**src/rtl/icache_refill_assembler.sv**
```systemverilog
// Icache line refill: one L2 request pulse, out-of-order beat collection, line handshake.
// Optional watchdog with reissue on stalled refills: define REFILL_TIMEOUT_EN.
module icache_refill_assembler #(
  parameter int LINE_SIZE      = 128,
  parameter int BEATS          = 4,
  parameter int ADDR_W         = 26,
  parameter int TIMEOUT_CYCLES = 64
) (
  input  logic                       clk_i,
  input  logic                       rstn_i,
  input  logic                       req_valid_i,
  input  logic [ADDR_W-1:0]          req_addr_i,
  output logic                       req_ready_o,
  input  logic                       flush_i,
  output logic                       l2_valid_o,
  output logic [ADDR_W-1:0]          l2_addr_o,
  input  logic                       l2_valid_i,
  input  logic [LINE_SIZE-1:0]       l2_line_i,
  input  logic [$clog2(BEATS)-1:0]   l2_seq_num_i,
  output logic                       resp_valid_o,
  output logic [ADDR_W-1:0]          resp_addr_o,
  output logic [BEATS*LINE_SIZE-1:0] resp_line_o,
  input  logic                       resp_ready_i,
  output logic                       err_o
);

  localparam int LW = BEATS * LINE_SIZE;

  typedef enum logic [2:0] {
    S_IDLE,
    S_REQ,
    S_COLLECT,
    S_RESP,
    S_DRAIN
  } state_e;

  state_e            state_q, state_d;
  logic [ADDR_W-1:0] addr_q, addr_d;
  logic [BEATS-1:0]  mask_q, mask_d;
  logic [LW-1:0]     line_q, line_d;
  logic              err_q, err_d;

  logic [BEATS-1:0]  mask_upd;
  logic              slot_hit;
  logic              done;
  logic              timeout;

  assign mask_upd = mask_q | (BEATS'(1) << l2_seq_num_i);
  assign slot_hit = mask_q[l2_seq_num_i];
  assign done     = l2_valid_i && (&mask_upd);

`ifdef REFILL_TIMEOUT_EN
  localparam int CW = $clog2(TIMEOUT_CYCLES + 1);

  logic [CW-1:0] cnt_q, cnt_d;
  logic          waiting;

  assign waiting = (state_q == S_COLLECT) || (state_q == S_DRAIN);
  assign timeout = waiting && !l2_valid_i &&
                   (cnt_q == CW'(TIMEOUT_CYCLES - 1));

  always_comb begin
    cnt_d = cnt_q + CW'(1);
    if (!waiting || l2_valid_i) begin
      cnt_d = '0;
    end
  end

  always_ff @(posedge clk_i or negedge rstn_i) begin
    if (!rstn_i) begin
      cnt_q <= '0;
    end else begin
      cnt_q <= cnt_d;
    end
  end
`else
  logic unused_cfg;

  assign timeout    = 1'b0;
  assign unused_cfg = |TIMEOUT_CYCLES;
`endif

  always_comb begin
    state_d = state_q;
    addr_d  = addr_q;
    mask_d  = mask_q;
    line_d  = line_q;
    err_d   = err_q;
    unique case (state_q)
      S_IDLE: begin
        if (l2_valid_i) begin
          err_d = 1'b1;
        end
        if (req_valid_i && !flush_i) begin
          addr_d  = req_addr_i;
          mask_d  = '0;
          state_d = S_REQ;
        end
      end
      S_REQ: begin
        if (l2_valid_i) begin
          err_d = 1'b1;
        end
        state_d = flush_i ? S_DRAIN : S_COLLECT;
      end
      S_COLLECT: begin
        if (l2_valid_i) begin
          line_d[l2_seq_num_i*LINE_SIZE +: LINE_SIZE] = l2_line_i;
          mask_d = mask_upd;
          if (slot_hit) begin
            err_d = 1'b1;
          end
        end
        // A flush that lands on the final beat has nothing left to drain.
        if (flush_i) begin
          state_d = done ? S_IDLE : S_DRAIN;
        end else if (done) begin
          state_d = S_RESP;
        end else if (timeout) begin
          err_d   = 1'b1;
          mask_d  = '0;
          state_d = S_REQ;
        end
      end
      S_RESP: begin
        if (l2_valid_i) begin
          err_d = 1'b1;
        end
        if (flush_i || resp_ready_i) begin
          state_d = S_IDLE;
        end
      end
      S_DRAIN: begin
        if (l2_valid_i) begin
          mask_d = mask_upd;
          if (slot_hit) begin
            err_d = 1'b1;
          end
        end
        if (done || timeout) begin
          state_d = S_IDLE;
        end
      end
      default: state_d = S_IDLE;
    endcase
  end

  always_ff @(posedge clk_i or negedge rstn_i) begin
    if (!rstn_i) begin
      state_q <= S_IDLE;
      addr_q  <= '0;
      mask_q  <= '0;
      line_q  <= '0;
      err_q   <= 1'b0;
    end else begin
      state_q <= state_d;
      addr_q  <= addr_d;
      mask_q  <= mask_d;
      line_q  <= line_d;
      err_q   <= err_d;
    end
  end

  assign req_ready_o  = (state_q == S_IDLE);
  assign l2_valid_o   = (state_q == S_REQ);
  assign l2_addr_o    = addr_q;
  assign resp_valid_o = (state_q == S_RESP);
  assign resp_addr_o  = addr_q;
  assign resp_line_o  = line_q;
  assign err_o        = err_q;

endmodule

```
**config.mk**
```make
export PLATFORM = sky130hd
export DESIGN_NAME = icache_refill_assembler
export DESIGN_NICKNAME = d
export VERILOG_FILES = /design/src/rtl/icache_refill_assembler.sv
export SDC_FILE = /design/constraint.sdc
export NUM_CORES = 1
export LEC_CHECK = 0
export CORE_ASPECT_RATIO = 0.5
export CORE_MARGIN = 3
export CORE_UTILIZATION = 23
export DETAILED_ROUTE_END_ITERATION = 7
export PLACE_DENSITY = 0.54
export SLEW_MARGIN = 15
export SYNTH_ARGS = -nofsm -noshare
export SYNTH_HDL_FRONTEND = slang
export SYNTH_SLANG_ARGS = --single-unit
```
**constraint.sdc**
```tcl
create_clock -name clk_i -period 4.5 [get_ports clk_i]
set_input_delay 1.35 -clock clk_i [delete_from_list [all_inputs] [get_ports clk_i]]
set_output_delay 1.35 -clock clk_i [all_outputs]
set_load 0.02 [all_outputs]
```
==> impl_metrics.xml <==
<?xml version="1.0" encoding="UTF-8"?>
<metrics>
  <group name="run_status">
    <metric name="status" unit="">finished clean</metric>
  </group>
  <group name="synth">
    <metric name="synth_seq_area_share" unit="">0.626</metric>
    <metric name="yosys.area.top_type" unit="">dfrtp_1</metric>
    <metric name="yosys_warnings" unit="">0</metric>
    <metric name="synth_enable_flop_cells" unit="">0</metric>
    <metric name="ys_top_cells_by_area" unit="">dfrtp_1, nand2_1, o21ai_0, o21ai_1, clkbuf_1</metric>
    <metric name="postSynthRegisterBits" unit="">546</metric>
    <metric name="ys_dominant_reg_cell" unit="">dfrtp_1</metric>
    <metric name="async_reset_ff_frac" unit="">1.00</metric>
    <metric name="synth.most_common_cell" unit="">nand2_1</metric>
    <metric name="synth.cell_area" unit="sq mm">0.0218</metric>
    <metric name="synth_cell_types" unit="">35</metric>
    <metric name="yosysTopAreaCellShare" unit="">0.626</metric>
    <metric name="synthCells" unit="">2367</metric>
    <metric name="nets_in_the_synthesized_netlist" unit="">2536</metric>
    <metric name="ys_top_cells_by_count" unit="">nand2_1, dfrtp_1, o21ai_0, o21ai_1, clkbuf_1</metric>
    <metric name="syn_area_per_cell" unit="sq um">9.22</metric>
  </group>
  <group name="hold_path">
    <metric name="min-delay-start" unit="">err_o$_DFFE_PN0P_</metric>
    <metric name="worst_hold_path_type" unit="">flip-flop to flip-flop</metric>
  </group>
  <group name="pwr">
    <metric name="pwr-share-clk" unit="">0.344</metric>
    <metric name="sw_frac_of_total" unit="">0.317</metric>
    <metric name="power_density" unit="mW/mm^2">450</metric>
    <metric name="p_leak" unit="uW">0.0132</metric>
    <metric name="power.net_switching" unit="uW">4590</metric>
    <metric name="ir_worst_vdd" unit="uV">309</metric>
    <metric name="p_total" unit="uW">14500</metric>
    <metric name="power.sequential.fraction" unit="">0.405</metric>
    <metric name="pwr-share-comb" unit="">0.252</metric>
    <metric name="p_int" unit="uW">9900</metric>
  </group>
  <group name="layout">
    <metric name="layout-area-overhead-vs-synth" unit="%">47.7</metric>
    <metric name="drive_gt1_frac" unit="">0.0582</metric>
    <metric name="count_of_fill_cells_added_during_filler_insertion" unit="">9578</metric>
    <metric name="final_net_count" unit="">3166</metric>
    <metric name="final_cell_area" unit="sq mm">0.0322</metric>
  </group>
  <group name="global_routing">
    <metric name="track_usage" unit="">0.183</metric>
    <metric name="wire_length_of_the_first_global_routing_pass" unit="um">134000</metric>
    <metric name="number_of_global_route_vias_before_repair" unit="">18061</metric>
    <metric name="number_of_antenna_violations_at_the_first_check_in_global_routing" unit="">4</metric>
    <metric name="largest_net_degree_at_the_start_of_global_routing" unit="">135</metric>
    <metric name="globalRouteOverflowTotal" unit="">0</metric>
  </group>
  <group name="clock_network">
    <metric name="path_clk_slew" unit="ps">60</metric>
    <metric name="cts_hold_repair.buffers" unit="">0</metric>
    <metric name="cts.htree.levels" unit="">2</metric>
    <metric name="tritoncts" unit="">yes</metric>
    <metric name="postCtsSetupBuffers" unit="">0</metric>
    <metric name="cts_resized" unit="">0</metric>
    <metric name="cts.sinks" unit="">546</metric>
    <metric name="cts_buffer_depth" unit="">3</metric>
    <metric name="ctsRootBufferMaster" unit="">clkbuf_16</metric>
    <metric name="numCtsBuffers" unit="">54</metric>
    <metric name="worst_skew_pair_later_pin_latency" unit="ps">630</metric>
  </group>
  <group name="critical_path">
    <metric name="worst_path_largest_cell_delay" unit="ps">680</metric>
    <metric name="critPathArrivalTime" unit="ps">2260</metric>
    <metric name="timing.critical_path.to_type" unit="">primary output</metric>
    <metric name="cells_traversed_along_the_worst_timing_path" unit="">and3_1 -&gt; clkdlybuf4s50_1</metric>
    <metric name="worst_ep_required" unit="ps">3150</metric>
    <metric name="setup_crit_start" unit="">state_q[1]$_DFFE_PN0P_</metric>
    <metric name="crit-reg2reg-launch" unit="">state_q[1]$_DFFE_PN0P_</metric>
    <metric name="cp_max_fo" unit="">17</metric>
    <metric name="crit_path_start_kind" unit="">flip-flop</metric>
    <metric name="crit_slowest_cell" unit="">clkdlybuf4s50_1</metric>
    <metric name="worst_setup_path_category" unit="">flip-flop to primary output</metric>
  </group>
  <group name="floorplanning">
    <metric name="core_area" unit="sq mm">0.0935</metric>
    <metric name="initial_standard_cell_utilization_of_the_core" unit="">0.233</metric>
    <metric name="die-area" unit="sq mm">0.0989</metric>
    <metric name="die-height" unit="um">224</metric>
    <metric name="io_pins" unit="">730</metric>
    <metric name="die_w" unit="um">442</metric>
    <metric name="core.rowCount" unit="">79</metric>
  </group>
  <group name="flow_run">
    <metric name="max_cap_viol_count" unit="">0</metric>
  </group>
  <group name="timing">
    <metric name="setup-tns-final" unit="ps">0</metric>
    <metric name="worst_clock_skew" unit="ps">21.6</metric>
    <metric name="slew_headroom" unit="">0.327</metric>
    <metric name="final-max-slew-violation-count" unit="">0</metric>
    <metric name="timing_hold_violations_final" unit="">0</metric>
    <metric name="min_period" unit="ps">3610</metric>
    <metric name="finalSetupViolCount" unit="">0</metric>
    <metric name="grt_setup_unrepaired" unit="">false</metric>
    <metric name="tightest_pin_transition" unit="ps">1010</metric>
    <metric name="max_freq" unit="GHz">0.277</metric>
    <metric name="final.period_utilization" unit="">0.803</metric>
  </group>
  <group name="placement">
    <metric name="io_buffer_count" unit="">729</metric>
    <metric name="placed_cell_area" unit="sq mm">0.0303</metric>
    <metric name="gpl.final_weighted_congestion" unit="">0.901</metric>
    <metric name="hpwl" unit="um">69700</metric>
  </group>
  <group name="route">
    <metric name="initialDrtViolationCount" unit="">1541</metric>
    <metric name="dr_total_vias" unit="">18604</metric>
    <metric name="routed_wire_length_per_instance" unit="um">21.8</metric>
    <metric name="drtPass1Iterations" unit="">5</metric>
    <metric name="ant_nets" unit="">0</metric>
    <metric name="drcViolationCount" unit="">0</metric>
    <metric name="wl" unit="um">94000</metric>
    <metric name="routed_via_density" unit="">4.32</metric>
  </group>
</metrics>
worst paths after layout:
path                                                 to  slack, ps  cells past startpoint
min reg2reg                           err_o$_DFFE_PN0P_        470                      1
max in group asynchronous   resp_line_o[56]$_DFFE_PN0P_       2590                      2
min in group asynchronous   resp_line_o[86]$_DFFE_PN0P_        730                      1
min                                   err_o$_DFFE_PN0P_        470                      1
max                                        resp_valid_o        890                      2
max reg2reg                resp_line_o[182]$_DFFE_PN0P_       2090                      5
logic make-up after synthesis:
family	count (synthesis)	synth area share
flip-flops	546	0.626
buffers and inverters	204	0.0491
adder cells (fa/ha/maj)	7	0.00401
multiplexers	27	0.0144
AO/OA/AOI/OAI	529	0.122
AND/OR/NAND/NOR	1054	0.184
per-layer routing:
layer / track usage / vias to the layer above / part of all wire
met5: 0 / - / 0
met1: 0.234 / 9088 / 0.42
met3: 0.0286 / 158 / 0.043
met4: 0.0710 / 0 / 0.040
met2: 0.314 / 486 / 0.50
li1: - / 8872 / -
critical path: cells and delay by family (launching register included):
family / cells / cell delay, ps
buffers and inverters: 1 / 680
flip-flops: 1 / 670
AND/OR/NAND/NOR: 1 / 300
placed cells by master, fill, tap and decap left out, types with 4 or more instances in the layout:
master           count
nand2_1           1025
clkdlybuf4s50_1    728
dfrtp_1            546
o21ai_0            407
o21ai_1            110
clkbuf_16           54
mux2_2              25
buf_4               25
buf_12              21
clkbuf_8            13
clkinv_2            12
nor2_1               8
ha_1                 7
clkbuf_1             7
bufinv_16            7
diode_2              5
a21oi_1              5
inv_6                4
through the flow:
stage                      util  setup slack [ps]  instances  hold slack [ps]
after CTS                 0.345               814       4297              476
after floorplan               -              1730       2367              474
after global routing      0.345               742       4300              492
after detailed placement  0.324               782       4196              455
after global placement    0.324               833       4196              446
final                     0.345               888       4302              474
power groups by stage:
stage	Clock, uW	Combinational (uW)	Sequential [uW]
after floorplan	0	1050	6530
after global placement	0	3660	5940
final	4980	3650	5860
after global routing	5320	3860	5940
after CTS	5120	3700	5860
after detailed placement	0	3680	5950
cell type report:
type / instances / area (sq um) / area share
timing repair buffer: 775 / 7910 / 0.245
antenna: 5 / 12.5 / 0.000388
sequential: 546 / 13700 / 0.424
multi-input combinational: 1617 / 7160 / 0.222
inverter: 3 / 11.3 / 0.000349
clock inverter: 27 / 347 / 0.0108
tap: 1255 / 1570 / 0.0487
clock buffer: 74 / 1560 / 0.0483
state kept, by name, indices dropped and copies added, names as in the netlist:
name and count:
err_o 1, resp_line_o 512, state_q 3, mask_q 4
l2_addr_o 26
(Power assumes the default switching activity.)
